$ cat src/rtl/pcpi_cmd_initiator.sv
`default_nettype none
// +--------------------------------------------------------------------------+
// | pcpi_cmd_initiator: buffers host commands, issues them as custom-0 PCPI   |
// | instructions and returns the coprocessor result or a timeout flag.        |
// | Revision: 1.0                                                             |
// +--------------------------------------------------------------------------+
module pcpi_cmd_initiator #(
  parameter int unsigned FIFO_DEPTH     = 4,
  parameter int unsigned TIMEOUT_CYCLES = 16,
  parameter logic [6:0]  OPCODE         = 7'b0001011
) (
  input  logic        clk,
  input  logic        rst,
  input  logic        cmd_valid_i,
  output logic        cmd_ready_o,
  input  logic [2:0]  cmd_funct3_i,
  input  logic [4:0]  cmd_addr_i,
  input  logic [15:0] cmd_value_i,
  output logic        resp_valid_o,
  input  logic        resp_ready_i,
  output logic [31:0] resp_data_o,
  output logic        resp_wr_o,
  output logic        resp_timeout_o,
  output logic        busy_o,
  output logic        pcpi_valid_o,
  output logic [31:0] pcpi_insn_o,
  input  logic        pcpi_wr_i,
  input  logic [31:0] pcpi_rd_i,
  input  logic        pcpi_wait_i,
  input  logic        pcpi_ready_i
);

  localparam int unsigned c_aw      = $clog2(FIFO_DEPTH);
  localparam int unsigned c_tw      = $clog2(TIMEOUT_CYCLES + 1);
  localparam int unsigned c_entry_w = 24;
  localparam logic [c_tw-1:0] c_timeout_last = c_tw'(TIMEOUT_CYCLES - 1);

  typedef enum logic [1:0] {
    S_IDLE  = 2'd0,
    S_ISSUE = 2'd1,
    S_REQ   = 2'd2,
    S_GAP   = 2'd3
  } state_e;

  state_e              state_q, state_d;
  logic [c_tw-1:0]     timer_q, timer_d;
  logic [31:0]         insn_q, insn_d;
  logic                valid_q, valid_d;
  logic                resp_valid_q, resp_valid_d;
  logic [31:0]         resp_data_q, resp_data_d;
  logic                resp_wr_q, resp_wr_d;
  logic                resp_to_q, resp_to_d;

  // Pointers carry one extra wrap bit so full and empty are distinguishable.
  logic [c_aw:0]        wr_ptr_q, rd_ptr_q;
  logic [c_entry_w-1:0] mem_q [FIFO_DEPTH];
  logic                 fifo_empty, fifo_full, push, pop;
  logic [c_entry_w-1:0] head;

  assign fifo_empty  = (wr_ptr_q == rd_ptr_q);
  assign fifo_full   = (wr_ptr_q[c_aw] != rd_ptr_q[c_aw]) &&
                       (wr_ptr_q[c_aw-1:0] == rd_ptr_q[c_aw-1:0]);
  assign cmd_ready_o = !rst && !fifo_full;
  assign push        = cmd_valid_i && cmd_ready_o;
  assign head        = mem_q[rd_ptr_q[c_aw-1:0]];

  always_ff @(posedge clk) begin
    if (push) begin
      mem_q[wr_ptr_q[c_aw-1:0]] <= {cmd_value_i, cmd_funct3_i, cmd_addr_i};
    end
  end

  always_comb begin
    state_d      = state_q;
    timer_d      = timer_q;
    insn_d       = insn_q;
    resp_valid_d = resp_valid_q;
    resp_data_d  = resp_data_q;
    resp_wr_d    = resp_wr_q;
    resp_to_d    = resp_to_q;
    pop          = 1'b0;

    if (resp_valid_q && resp_ready_i) begin
      resp_valid_d = 1'b0;
      resp_data_d  = 32'd0;
      resp_wr_d    = 1'b0;
      resp_to_d    = 1'b0;
    end

    case (state_q)
      S_IDLE: begin
        // Registered resp_valid blocks issue during the handshake cycle too.
        if (!fifo_empty && !resp_valid_q) begin
          pop     = 1'b1;
          insn_d  = {1'b0, head, OPCODE};
          state_d = S_ISSUE;
        end
      end
      S_ISSUE: begin
        timer_d = '0;
        state_d = S_REQ;
      end
      S_REQ: begin
        if (pcpi_ready_i) begin
          resp_valid_d = 1'b1;
          resp_data_d  = pcpi_wr_i ? pcpi_rd_i : 32'd0;
          resp_wr_d    = pcpi_wr_i;
          resp_to_d    = 1'b0;
          state_d      = S_GAP;
        end else if (pcpi_wait_i) begin
          timer_d = '0;
        end else if (timer_q == c_timeout_last) begin
          resp_valid_d = 1'b1;
          resp_data_d  = 32'd0;
          resp_wr_d    = 1'b0;
          resp_to_d    = 1'b1;
          state_d      = S_GAP;
        end else begin
          timer_d = timer_q + c_tw'(1);
        end
      end
      S_GAP: begin
        timer_d = '0;
        state_d = S_IDLE;
      end
      default: state_d = S_IDLE;
    endcase

    valid_d = (state_d == S_REQ);
  end

  always_ff @(posedge clk) begin
    if (rst) begin
      state_q      <= S_IDLE;
      timer_q      <= '0;
      insn_q       <= 32'd0;
      valid_q      <= 1'b0;
      resp_valid_q <= 1'b0;
      resp_data_q  <= 32'd0;
      resp_wr_q    <= 1'b0;
      resp_to_q    <= 1'b0;
      wr_ptr_q     <= '0;
      rd_ptr_q     <= '0;
    end else begin
      state_q      <= state_d;
      timer_q      <= timer_d;
      insn_q       <= insn_d;
      valid_q      <= valid_d;
      resp_valid_q <= resp_valid_d;
      resp_data_q  <= resp_data_d;
      resp_wr_q    <= resp_wr_d;
      resp_to_q    <= resp_to_d;
      if (push) wr_ptr_q <= wr_ptr_q + 1'b1;
      if (pop)  rd_ptr_q <= rd_ptr_q + 1'b1;
    end
  end

  assign pcpi_valid_o   = valid_q;
  assign pcpi_insn_o    = insn_q;
  assign resp_valid_o   = resp_valid_q;
  assign resp_data_o    = resp_data_q;
  assign resp_wr_o      = resp_wr_q;
  assign resp_timeout_o = resp_to_q;
  assign busy_o         = !fifo_empty || (state_q != S_IDLE) || resp_valid_q;

endmodule
`default_nettype wire

$ cat config.mk
export PLATFORM = sky130hd
export DESIGN_NAME = pcpi_cmd_initiator
export DESIGN_NICKNAME = d
export VERILOG_FILES = /design/src/rtl/pcpi_cmd_initiator.sv
export SDC_FILE = /design/constraint.sdc
export NUM_CORES = 1
export LEC_CHECK = 0
export BUFFER_PORTS_ARGS = -buffer_cell sky130_fd_sc_hd__buf_2
export CAP_MARGIN = 20
export CORE_ASPECT_RATIO = 1.25
export CORE_MARGIN = 2
export CORE_UTILIZATION = 35
export DETAILED_ROUTE_END_ITERATION = 16
export HOLD_SLACK_MARGIN = 0.12
export PLACE_DENSITY = 0.61
export SYNTH_ARGS = -nofsm -noshare
export SYNTH_HDL_FRONTEND = slang
export SYNTH_SLANG_ARGS = --single-unit
$ cat constraint.sdc
create_clock -name clk -period 5.8 [get_ports clk]
set_input_delay 1.16 -clock clk [delete_from_list [all_inputs] [get_ports clk]]
set_output_delay 1.16 -clock clk [all_outputs]
set_load 0.05 [all_outputs]
## Word-level counts from Yosys, hierarchy flattened

Memories as Yosys holds them, arrays and structs flattened. A register that Yosys moved wholly into a read port is not among the register bits.
Index checks and enable logic that the tools add are counted.

- Latch bits: 0
- Logic and storage cells: 75
- Output and inout bits: 70
- Input bits: 63
- Memories: 1
- Register bits: 76
- Memory bits (read-only): 0
- Memory bits (writable): 96

- Reductions and logical operators: 17
- $mul: 0
- Eq/ne operators: 10
- Divide/modulo/power cells: 0
- Add/sub/neg operators: 3
- Mux-type cells: 34
- Bitwise gates (word level): 0
- $lt $le $gt $ge: 0
- Shift operators: 0

Memory list:

| memory | words | width | read ports | clocked after memory_dff | write ports | RTL line | text |
|---|---|---|---|---|---|---|---|
| mem_q | 4 | 24 | 1 | 1 | 1 | 56 | `logic [c_entry_w-1:0] mem_q [FIFO_DEPTH];` |

Operators with widths:

| operator | count |
|---|---|
| two-way mux 32 bit | 6 |
| two-way mux 1 bit | 19 |
| two-way mux 5 bit | 3 |
| case mux 5 bit (2 select lines) | 1 |
| two-way mux 2 bit | 4 |
| case mux 2 bit (4 select lines) | 1 |
| adder 3 x 1 -> 3 bit (second input constant) | 2 |
| == test 2 bit (second input constant) | 3 |
| adder 5 x 1 -> 5 bit (second input constant) | 1 |
| == test 5 x 4 -> 1 bit (second input constant) | 1 |
| logical AND 1 bit | 5 |
| zero test 1 bit | 4 |
| nonzero test 2 bit | 2 |
| == test 3 bit | 1 |
| != test 3 bit (second input constant) | 1 |
| AND reduction 3 bit | 1 |
| == test 2 x 1 -> 1 bit (second input constant) | 1 |
| == test 2 bit | 1 |
| zero test 2 bit | 1 |
| logical OR 1 bit | 2 |
| != test 2 bit (second input constant) | 1 |
| AND reduction 2 bit | 1 |
| OR reduction 2 bit | 1 |
| != test 1 bit | 1 |

## Depth between registers and ports, before layout

- Depth in word-level cells: 7
- Depth in mapped cells: 8

## Worst setup path before layout

OpenSTA, ideal clock, no wires.

- Kind: input to output
- Start: input rst
- End: output cmd_ready_o
- Path slack: 2.482 ns
- Stages: 2
- Buffers on the path: 1
- Required time: 4.640 ns
- Arrival: 2.158 ns
- Cell sequence: clkbuf_1 -> a31oi_1

- Cells in the longest elaborated chain, start to end: 2

Ends and longest elaborated chain:

| element | RTL line | text |
|---|---|---|
| from (decl) | 13 | `input logic rst,` |
| zero test 1 bit | 63 | `assign cmd_ready_o = !rst && !fifo_full;` |
| logical AND 1 bit | 63 |  |
| to (decl) | 15 | `output logic cmd_ready_o,` |

No other way between the ends.

## Final worst setup path

- Start: register rd_ptr_q[1]
- End: output cmd_ready_o

- Cells in the longest elaborated chain, start to end: 4

Ends and longest elaborated chain:

| element | RTL line | text |
|---|---|---|
| from (decl) | 55 | `logic [c_aw:0] wr_ptr_q, rd_ptr_q;` |
| from (signal assigned) | 154 | `if (pop) rd_ptr_q <= rd_ptr_q + 1'b1;` |
| == test 2 bit | 62 | `(wr_ptr_q[c_aw-1:0] == rd_ptr_q[c_aw-1:0]);` |
| logical AND 1 bit | 61 | `assign fifo_full = (wr_ptr_q[c_aw] != rd_ptr_q[c_aw]) &&` |
| zero test 1 bit | 63 |  |
| logical AND 1 bit | 63 |  |

No other way between the ends.

==> impl_metrics.prom <==
# TYPE chip_impl_metric gauge
chip_impl_metric{name="grt_use_total",unit=""} 0.142
chip_impl_metric{name="fin_setup_tns",unit="ns"} 0
chip_impl_metric{name="antenna_found_initial",unit=""} 0
chip_impl_metric{name="static-leakage-power",unit="nW"} 3.03
chip_impl_metric{name="clk-insertion-delay-late",unit="ns"} 0.43
chip_impl_metric{name="yosysWarningCount",unit=""} 0
chip_impl_metric{name="layout.core_utilization",unit=""} 0.431
chip_impl_metric{name="maxSlewHeadroom",unit=""} 0.452
chip_impl_metric{name="yosys.area_share.adder",unit=""} 0.0228
chip_impl_info{name="worstHoldEndpoint",value="pcpi_insn_o[29]"} 1
chip_impl_metric{name="grt_max_degree",unit=""} 76
chip_impl_metric{name="p_sw",unit="mW"} 1.26
chip_impl_info{name="setup.worst_path.class",value="reg2out"} 1
chip_impl_metric{name="number_of_cells_traversed_by_the_worst_register_to_register_path",unit=""} 5
chip_impl_metric{name="synth-seq-area-share",unit=""} 0.664
chip_impl_info{name="critical_path.slowest_cell",value="sky130_fd_sc_hd__dfxtp_2"} 1
chip_impl_metric{name="layout.filler_cells",unit=""} 1736
chip_impl_metric{name="avgViaCountPerCell",unit=""} 4.92
chip_impl_metric{name="die_x",unit="um"} 127
chip_impl_info{name="worst_setup_path_end_kind",value="output port"} 1
chip_impl_info{name="min_delay_path_class",value="reg2reg"} 1
chip_impl_metric{name="clkSinkCount",unit=""} 170
chip_impl_metric{name="setup_viol",unit=""} 0
chip_impl_metric{name="detail_route.wl_per_cell",unit="um"} 16.4
chip_impl_metric{name="multi_input_area",unit="um^2"} 1970
chip_impl_metric{name="maximum_vdd_ir_drop",unit="mV"} 0.275
chip_impl_metric{name="clock.fmax",unit="GHz"} 0.311
chip_impl_metric{name="post-route-drc-count",unit=""} 0
chip_impl_metric{name="timing.final.crit_period",unit="ns"} 3.22
chip_impl_metric{name="via_count",unit=""} 4113
chip_impl_metric{name="drv_cap",unit=""} 0
chip_impl_metric{name="drtIter0Drc",unit=""} 184
chip_impl_metric{name="path_max_fanout",unit=""} 28
chip_impl_metric{name="synth_mux_area_frac",unit=""} 0.0849
chip_impl_metric{name="numPlacedInstances",unit=""} 802
chip_impl_info{name="setup_repair_after_global_routing_missed_its_margin",value="false"} 1
chip_impl_metric{name="synth_xor_xnor_area_share",unit=""} 0.0171
chip_impl_metric{name="total_clock_buffers_created_by_cts",unit=""} 17
chip_impl_info{name="synth_most_common_cell",value="sky130_fd_sc_hd__edfxtp_1"} 1
chip_impl_metric{name="synth_top_cell_area_share",unit=""} 0.439
chip_impl_metric{name="wirelength",unit="um"} 13700
chip_impl_info{name="critical_path.cell_chain",value="xnor2_1 > a31oi_1 > buf_2"} 1
chip_impl_metric{name="max_slew.worst_pin.slew",unit="ns"} 0.822
chip_impl_metric{name="wp_data_required",unit="ns"} 4.64
chip_impl_metric{name="worst_ep_arrival_time",unit="ns"} 2.06
chip_impl_info{name="synthTopCellsByCount",value="sky130_fd_sc_hd__edfxtp_1 (96), sky130_fd_sc_hd__dfxtp_1 (74), sky130_fd_sc_hd__nand2_1 (57)"} 1
chip_impl_metric{name="clock_skew",unit="ns"} 0.0112
chip_impl_metric{name="crit_path_max_incr_delay",unit="ns"} 0.85
chip_impl_info{name="outcome",value="complete, no violations"} 1
chip_impl_metric{name="sequentialPowerShare",unit=""} 0.412
chip_impl_metric{name="number_of_setup_buffers_added_after_cts",unit=""} 0
chip_impl_metric{name="floorplan.initialDensity",unit=""} 0.354
chip_impl_metric{name="async_reset_ff_frac",unit=""} 0
chip_impl_metric{name="synth_edf_count",unit=""} 96
chip_impl_info{name="critical_path.startpoint_type",value="flop"} 1
chip_impl_info{name="synth_top_family_by_area",value="compound AO/OA/AOI/OAI gates"} 1
chip_impl_metric{name="core-area",unit="um^2"} 18600
chip_impl_metric{name="dp_hpwl",unit="um"} 8900
chip_impl_metric{name="switching_share",unit=""} 0.349
chip_impl_metric{name="timing_max_transition_violations_final",unit=""} 0
chip_impl_info{name="clk_root_buffer_cell",value="sky130_fd_sc_hd__clkbuf_16"} 1
chip_impl_metric{name="finalPower",unit="mW"} 3.60
chip_impl_metric{name="grt.overflow.total",unit=""} 0
chip_impl_info{name="worstReg2RegEnd",value="mem_q[0][18]"} 1
chip_impl_metric{name="detail_route.first_pass.iterations",unit=""} 4
chip_impl_metric{name="ant_nets",unit=""} 0
chip_impl_metric{name="count_of_cell_types_in_the_netlist",unit=""} 39
chip_impl_metric{name="gpl_wtd_cong",unit=""} 0.716
chip_impl_metric{name="synth_compound_area_frac",unit=""} 0.0933
chip_impl_info{name="ys_top_cells_by_area",value="sky130_fd_sc_hd__edfxtp_1 (44%), sky130_fd_sc_hd__dfxtp_1 (23%), sky130_fd_sc_hd__mux4_2 (7.5%), sky130_fd_sc_hd__a32oi_1 (4.3%), sky130_fd_sc_hd__nand2_1 (3.3%)"} 1
chip_impl_info{name="timing.critical_path.from",value="rd_ptr_q[1]"} 1
chip_impl_metric{name="cell_internal_pwr",unit="mW"} 2.34
chip_impl_metric{name="clock_power_share",unit=""} 0.307
chip_impl_metric{name="hold_violations",unit=""} 0
chip_impl_metric{name="final_cell_count_no_fill",unit=""} 836
chip_impl_metric{name="mappedNetlistArea",unit="um^2"} 6570
chip_impl_metric{name="postSynthRegisterBits",unit=""} 170
chip_impl_info{name="clock_tree_from_tritoncts",value="done"} 1
chip_impl_metric{name="placement.io_buffers",unit=""} 127
chip_impl_metric{name="antenna_cells_inserted",unit=""} 0
chip_impl_metric{name="cts_resized",unit=""} 0
chip_impl_info{name="post-synth-top-area-cell",value="sky130_fd_sc_hd__edfxtp_1"} 1
chip_impl_metric{name="final_layout_size_suffix_gt1_frac",unit=""} 0.338
chip_impl_info{name="synth-main-ff-cell",value="sky130_fd_sc_hd__edfxtp_1"} 1
chip_impl_info{name="hold_path_startpoint",value="pcpi_insn_o[29]"} 1
chip_impl_metric{name="die_y",unit="um"} 157
chip_impl_metric{name="fin_nets",unit=""} 667
chip_impl_metric{name="placementRows",unit=""} 56
chip_impl_metric{name="grt_first_pass_wirelength",unit="um"} 21900
chip_impl_metric{name="netlist_instances",unit=""} 469
chip_impl_metric{name="seqCellArea",unit="um^2"} 4370
chip_impl_metric{name="clk_slew_on_worst_s_h_paths",unit="ns"} 0.06
chip_impl_metric{name="via_count_of_the_first_global_routing_pass",unit=""} 4146
chip_impl_metric{name="area.growth.synth_to_final",unit="%"} 21.8
chip_impl_metric{name="number_of_buffers_inserted_by_hold_repair_at_cts",unit=""} 0
chip_impl_metric{name="final_min_period_over_clock_period",unit=""} 0.555
chip_impl_metric{name="min_delay_path_depth",unit=""} 2
chip_impl_metric{name="syn_area_per_cell",unit="um^2"} 14.0
chip_impl_metric{name="floorplan.io_pins",unit=""} 133
chip_impl_metric{name="synthSimpleGateAreaFrac",unit=""} 0.0783
chip_impl_metric{name="power.share.combinational",unit=""} 0.281
chip_impl_metric{name="power-per-cell-area",unit="nW/um^2"} 450
chip_impl_metric{name="cts.htree.levels",unit=""} 4
chip_impl_info{name="regToRegStartpoint",value="rd_ptr_q[1]"} 1
chip_impl_metric{name="regToRegSetupSlack",unit="ns"} 3.46
chip_impl_metric{name="cts_buffer_depth",unit=""} 2
chip_impl_metric{name="die_area",unit="um^2"} 19900
[critical path: cells and delay by family (launching register included)]
kind                      cells  cell delay, ns
DFF                           1            0.85
buffers and inverters         1            0.31
xor gates and xnor gates      1            0.26
AOI/OAI and AO/OA             1            0.22
[layout make-up]
type	instances	area share
Clock buffer	19	0.0541
Clock inverter	12	0.0177
Inverter	9	0.00422
Multi-Input combinational cell	257	0.246
Sequential cell	170	0.545
Tap cell	232	0.0363
Timing Repair Buffer	137	0.0963
[stage by stage]
step	worst slack (ns)	instance area, um^2	hold WS, ns
after global placement	2.79	7340	0.437
final	2.58	8010	0.452
after CTS	2.31	7930	0.458
after detailed placement	2.77	7360	0.449
after floorplan	2.48	6590	0.432
after global routing	2.44	8010	0.482
[power by group through the flow]
| stage | clock, mW | combinational (mW) | sequential, mW |
|---|---|---|---|
| global placement | 0 | 0.977 | 1.53 |
| finish | 1.10 | 1.01 | 1.48 |
| floorplan | 0 | 0.590 | 1.74 |
| CTS | 1.14 | 0.998 | 1.51 |
| detailed placement | 0 | 0.995 | 1.54 |
| global route | 1.20 | 1.10 | 1.50 |
[worst max-delay path by stage]
| stage | depth (start not counted) | to |
|---|---|---|
| after floorplan | 2 | cmd_ready_o |
| after global placement | 3 | cmd_ready_o |
| after detailed placement | 3 | cmd_ready_o |
| after CTS | 3 | cmd_ready_o |
| after global routing | 3 | cmd_ready_o |
| final | 3 | cmd_ready_o |
[per-layer routing]
metal | wire length (um) | GRT usage | up-vias
met4 | 211 | 0.0518 | 0
met3 | 868 | 0.0340 | 14
met2 | 7080 | 0.255 | 141
li1 | - | - | 1967
met5 | 0 | 0 | -
met1 | 5510 | 0.165 | 1991
[registers in the layout, indices dropped and copies added (netlist names)]
signal          flops
resp_data_o        32
pcpi_valid_o        1
resp_timeout_o      1
resp_wr_o           1
resp_valid_o        1
timer_q             5
wr_ptr_q            3
rd_ptr_q            3
mem_q              96
state_q             2
pcpi_insn_o        25
[logic make-up after synthesis]
family	count (synthesis)
AOI/OAI and AO/OA	84
xor gates and xnor gates	9
buffers and inverters	46
adders and majority gates	12
muxes	25
and+or+nand+nor	122
DFF	170
other	1
[layout by cell type (no fill, tap or decap), drive strengths merged, types with 2 or more instances in the layout]
cell and count:
buf 137, edfxtp 96, dfxtp 74, nand2 57, nor2 43, a21oi 36
a32oi 32, mux4 24, clkbuf 19, inv 13, ha 12, xnor2 6
clkinv 6, and2 5, or3 5, conb 5, a31oi 4, o21ai 4
nor2b 3, nand2b 3, xor2 3, and3 2, or4 2, bufinv 2
o31ai 2
No activity file was read; power rests on OpenSTA's default activity.
